===== config.mk =====
export PLATFORM = sky130hd
export DESIGN_NAME = mem_bus_arbiter
export DESIGN_NICKNAME = d
export VERILOG_FILES = /design/src/rtl/rv32_bus_pkg.sv /design/src/rtl/rr_pick.sv /design/src/rtl/mem_bus_arbiter.sv
export SDC_FILE = /design/constraint.sdc
export NUM_CORES = 1
export LEC_CHECK = 0
export CORE_AREA = 10 10 130 132
export CTS_BUF_LIST = sky130_fd_sc_hd__clkbuf_8
export CTS_CLUSTER_SIZE = 8
export DETAILED_ROUTE_END_ITERATION = 12
export DIE_AREA = 0 0 140 142
export PLACE_DENSITY = 0.69
export SYNTH_ARGS = -nofsm -noshare
export SYNTH_HDL_FRONTEND = slang
export SYNTH_SLANG_ARGS = --single-unit

===== constraint.sdc =====
create_clock -name clk -period 1.9 [get_ports clk]
set_clock_uncertainty 0.05 [all_clocks]
set_input_delay 0.475 -clock clk [delete_from_list [all_inputs] [get_ports clk]]
set_output_delay 0.475 -clock clk [all_outputs]
set_load 0.05 [all_outputs]

===== src/rtl/rv32_bus_pkg.sv =====
// Shared definitions for the single-slave memory bus arbiter:
// default widths, master count, timeout default, FSM state type and a
// modulo-3 index helper used by the round-robin picker.
package rv32_bus_pkg;

  localparam int DEF_ADDR_W  = 32;
  localparam int DEF_DATA_W  = 32;
  localparam int NUM_M       = 3;
  localparam int DEF_TIMEOUT = 255;

  typedef enum logic [1:0] {
    ST_IDLE = 2'd0,
    ST_ADDR = 2'd1,
    ST_RESP = 2'd2
  } state_t;

  // Master index reached by stepping 'step' places after 'base', wrapping at NUM_M.
  function automatic logic [1:0] idx_after(input logic [1:0] base, input int step);
    return 2'((int'(base) + step) % NUM_M);
  endfunction

endpackage


===== src/rtl/rr_pick.sv =====
// Combinational round-robin picker: the first requesting master found
// searching upward from ptr+1 (mod 3) wins.
module rr_pick
  import rv32_bus_pkg::*;
(
  input  logic [NUM_M-1:0] req,
  input  logic [1:0]       ptr,
  output logic             valid,
  output logic [1:0]       idx
);

  // Scan from the farthest candidate to the nearest so the nearest requester wins.
  always_comb begin
    // NOTE: every output gets a default before any conditional assignment,
    // so no path leaves a value unassigned and no latch is inferred.
    valid = |req;
    idx   = '0;
    for (int k = NUM_M; k >= 1; k--) begin
      if (req[idx_after(ptr, k)]) idx = idx_after(ptr, k);
    end
  end

endmodule


===== src/rtl/mem_bus_arbiter.sv =====
// Three-master, single-slave bus arbiter. One transaction outstanding:
// IDLE picks a master round-robin, ADDR forwards its request until the
// slave grants, RESP waits for the slave response or a timeout.
module mem_bus_arbiter
  import rv32_bus_pkg::*;
#(
  parameter int ADDR_W  = DEF_ADDR_W,
  parameter int DATA_W  = DEF_DATA_W,
  parameter int TIMEOUT = DEF_TIMEOUT
) (
  input  logic                    clk,
  input  logic                    rst_n,
  input  logic [NUM_M-1:0]        m_req,
  input  logic [NUM_M-1:0]        m_we,
  input  logic [NUM_M*ADDR_W-1:0] m_addr,
  input  logic [NUM_M*DATA_W-1:0] m_wdata,
  input  logic [NUM_M*4-1:0]      m_wstrb,
  output logic [NUM_M-1:0]        m_gnt,
  output logic [NUM_M-1:0]        m_rvalid,
  output logic [DATA_W-1:0]       m_rdata,
  output logic [NUM_M-1:0]        m_err,
  output logic                    s_req,
  output logic                    s_we,
  output logic [ADDR_W-1:0]       s_addr,
  output logic [DATA_W-1:0]       s_wdata,
  output logic [3:0]              s_wstrb,
  input  logic                    s_gnt,
  input  logic                    s_rvalid,
  input  logic [DATA_W-1:0]       s_rdata,
  output logic                    busy,
  output logic [1:0]              owner
);

  // Last wait-count value before the timeout fires; the count clears on
  // RESP entry, so with TIMEOUT=N a silent slave times out in RESP cycle N.
  localparam logic [7:0] L_CNT_LAST = 8'(TIMEOUT - 1);

  state_t           r_state;
  logic [1:0]       r_ptr;
  logic [1:0]       r_owner;
  logic [7:0]       r_cnt;

  logic             w_pick_valid;
  logic [1:0]       w_pick_idx;
  logic [NUM_M-1:0] w_owner_oh;
  logic             w_timeout;

  rr_pick u_rr_pick (
    .req   (m_req),
    .ptr   (r_ptr),
    .valid (w_pick_valid),
    .idx   (w_pick_idx)
  );

  assign w_owner_oh = 3'b001 << r_owner;
  // A response arriving in the final wait cycle takes precedence over the timeout.
  assign w_timeout  = (r_state == ST_RESP) && !s_rvalid && (r_cnt == L_CNT_LAST);

  // Transaction FSM: ownership, round-robin pointer and response wait counter.
  always_ff @(posedge clk or negedge rst_n) begin
    // NOTE: state registers use non-blocking assignments so every register
    // samples pre-edge values, independent of statement order.
    if (!rst_n) begin
      r_state <= ST_IDLE;
      r_ptr   <= 2'd2;
      r_owner <= 2'd0;
      r_cnt   <= 8'd0;
    end else begin
      case (r_state)
        ST_IDLE: begin
          if (w_pick_valid) begin
            r_owner <= w_pick_idx;
            r_state <= ST_ADDR;
          end
        end
        ST_ADDR: begin
          if (s_gnt) begin
            r_cnt   <= 8'd0;
            r_state <= ST_RESP;
          end else if (!m_req[r_owner]) begin
            // Owner withdrew before acceptance: pointer stays put.
            r_state <= ST_IDLE;
          end
        end
        ST_RESP: begin
          if (s_rvalid || w_timeout) begin
            r_ptr   <= r_owner;
            r_state <= ST_IDLE;
          end else begin
            r_cnt <= r_cnt + 8'd1;
          end
        end
        default: r_state <= ST_IDLE;
      endcase
    end
  end

  // Slave-side mux and master-side response routing, decoded from state.
  always_comb begin
    s_req    = 1'b0;
    s_we     = 1'b0;
    s_addr   = '0;
    s_wdata  = '0;
    s_wstrb  = '0;
    m_gnt    = '0;
    m_rvalid = '0;
    m_err    = '0;
    m_rdata  = '0;
    case (r_state)
      ST_ADDR: begin
        s_req   = 1'b1;
        s_we    = m_we[r_owner];
        s_addr  = m_addr[r_owner*ADDR_W +: ADDR_W];
        s_wdata = m_wdata[r_owner*DATA_W +: DATA_W];
        s_wstrb = m_wstrb[r_owner*4 +: 4];
        m_gnt   = s_gnt ? w_owner_oh : '0;
      end
      ST_RESP: begin
        if (s_rvalid) begin
          m_rvalid = w_owner_oh;
          m_rdata  = s_rdata;
        end else if (w_timeout) begin
          m_rvalid = w_owner_oh;
          m_err    = w_owner_oh;
        end
      end
      default: ;
    endcase
  end

  assign busy  = (r_state != ST_IDLE);
  assign owner = r_owner;

endmodule


==> results by group <==
Finish
  – Fillers: 1004
  – Final std cells w/o fill: 1051
  – Area Growth Syn to Fin: 258.7%
  – Nets: 1119
  – Final Instance Area: 0.01009 mm2
  – Layout cells sized above 1: 0.4861

Critical path
  – CP max FO: 15
  – Slowest CP cell: dfrtp_4
  – Critical path type: reg -> out
  – CP Data Required Time: 1.37 ns
  – CP cell instances: buf_12 -> buf_16 -> mux2i_1 -> nor2_1 -> a21oi_2 -> nor2_4 -> buf_12
  – Critical path startpoint category: flop
  – Max stage delay on crit path: 0.53 ns
  – Reg2reg setup slack: 0.07 ns
  – CP Data Arrival Time: 1.75 ns
  – CP bufs+invs: 3
  – CP most frequent cell: buf_12
  – Top delay family on crit path: flip-flops
  – Crit end category: output port

Global route
  – Vias in the first global route: 5253
  – All-Layer GR Usage: 0.2033
  – Initial antenna violation count: 1
  – Grt ovf: 0
  – Largest net degree at the start of global routing: 47
  – First-pass GRT wire length: 32480 um

Placement
  – I/O Buffers: 359
  – Final HPWL DP: 17680 um
  – Dpl cell area: 0.009067 mm2
  – Place WS: -0.4961 ns
  – Final GP Congestion: 0.9140
  – Placed cells: 1001

Route
  – Vias: 4930
  – Initial detailed-routing violation count: 151
  – Vias per cell: 4.691
  – DRT antenna net count: 0
  – Pre-Repair DR Iteration Count: 4
  – Wire length per cell: 21.11 um
  – Routed wire length: 22190 um
  – # DRC: 0

Clock network
  – # clock sinks: 14
  – Skew-Pair Late Insertion Delay: 0.25 ns
  – Htree depth: 1
  – TritonCTS clock tree: yes
  – Clk buf depth: 2
  – CTS Buf Count: 3
  – Clock transition at path regs: 0.06 ns
  – Root buffer cell: clkbuf_8

Synthesis
  – Synth top area cells: mux2i_1, nor2_1, a21oi_1, dfrtp_1, and2_1
  – Most frequent cells after synthesis: nor2_1, mux2i_1, a21oi_1
  – Syn Nets: 696
  – Fraction of registers with async set/reset: 1.000
  – Most frequent cell after synthesis: nor2_1
  – FF+latch count, synth: 14
  – Number of synthesized flops with an enable pin: 0
  – Synth Instances: 444
  – Area leader, netlist: mux2i_1
  – Syn Area/Cell: 6.338 um2
  – Top_reg_cell synth: dfrtp_1
  – Synth cell types: 38
  – Share of Yosys cell area claimed by the top area cell type: 0.2561
  – Seq/Total Area, Yosys: 0.1249
  – Synth Warn #: 0
  – Post-synthesis cell area: 0.002814 mm2

Timing
  – Final Hold Vio Count: 0
  – RSZ-0062 raised after global routing: yes
  – Tmin final: 2.271 ns
  – Final Worst Setup Slack: -0.3715 ns
  – Tcrit/Tclk final: 1.196
  – Setup tns final: -29.41 ns
  – Fin. max-slew vios: 0
  – Setup-failing EPs final: 112
  – Max-Slew Margin vs Limit: 0.7440
  – Max Fclk: 440.2 MHz
  – Least-Margin Pin Slew: 0.3823 ns

Pwr
  – VDD IR max: 1.268 mV
  – PD cells: 1546 mW/mm2
  – P_leak: 3.865 nW

Job
  – Maxcap violations: 0

Floorplanning
  – Core ar.: 0.01431 mm2
  – Boundary Pins: 360
  – Chip Height: 142 um
  – Rows: 44
  – Width of the die: 140 um
  – Die area: 0.01988 mm2
  – Starting Density: 0.1966

Run status
  – Status: finished with violations
  – Failing checks: setup timing

Worst hold path
  – Worst min path class: in -> async
where the power goes:
group          internal [W]  switching, W  leakage, nW
registers          0.000397      0.000105        0.180
logic               0.00711       0.00769         3.66
clock network      0.000184      0.000121       0.0288
total               0.00769       0.00792         3.86
kinds of logic after synthesis:
family / after synthesis / share of synthesized area
buf+inv: 44 / 0.06358
fa+ha+maj: 6 / 0.02668
xor+xnor: 1 / 0.003113
flops: 14 / 0.1249
compound gates: 95 / 0.1916
mux: 73 / 0.2601
simple gates: 211 / 0.3299
through the flow:
step | hold slack [ns] | power (W) | utilization
finish | 0.3472 | 0.01561 | 0.7052
global route | 0.3467 | 0.01627 | 0.7052
CTS | 0.3446 | 0.01540 | 0.6954
detailed placement | 0.4643 | 0.01348 | 0.6335
global placement | 0.4397 | 0.01332 | 0.6335
floorplan | 0.1294 | 0.007638 | -
worst register-to-register path, delay by kind of cell, from the launching register on:
family,cells,cell delay [ns]
simple gates,1,0.15
flops,1,0.40
mux,1,0.28
compound gates,1,0.29
buf+inv,4,0.54
state kept, by name, summed over array words and instances, names as in the netlist:
name,cells
owner,2
r_cnt,8
r_ptr,2
r_state,2
what timing repair did:
item	in CTS	in global routing
setup endpoints to repair	116	118
hold buffers	0	0
gates resized for setup	118	24
buffers inserted	27	18
gates cloned	8	1
pin swaps	44	24
layout by cell type (no fill, tap or decap), types with 5 or more instances in the layout:
cell             instances
dfrtp_1                 10
nand2_1                  6
buf_4                   37
buf_6                   21
ha_1                     5
inv_1                    6
o211ai_1                 5
a21oi_2                 63
nor2_4                  78
buf_16                   7
nor2_1                  70
mux2i_1                 69
and2_4                  33
a21oi_4                  7
clkdlybuf4s50_1        243
buf_12                 138
area by class of cell:
| type | count | area (um2) | area share |
|---|---|---|---|
| Inverter | 10 | 45.04 | 0.004462 |
| Multi-Input combinational cell | 386 | 3418 | 0.3386 |
| Sequential cell | 14 | 357.8 | 0.03545 |
| Timing Repair Buffer | 452 | 5986 | 0.5930 |
| Clock buffer | 4 | 55.05 | 0.005454 |
| Tap cell | 184 | 230.2 | 0.02281 |
| Antenna cell | 1 | 2.502 | 0.0002479 |
routing by layer:
layer  global-route usage  routed length, um
met2               0.3910              12420
met5                    0                  0
met1               0.2239               8128
met4              0.03533                406
met3              0.04573               1232
final timing paths:
path                             from     endpoint  cells past startpoint
max reg2reg                r_state[1]     r_ptr[0]                      7
max in group asynchronous       rst_n     owner[0]                      2
min in group clk             r_cnt[5]     r_cnt[5]                      1
min                             rst_n     r_ptr[0]                      1
max                          owner[0]  s_wdata[20]                      7
min reg2reg                  r_cnt[5]     r_cnt[5]                      1
Power figures use the tool's default switching activity.
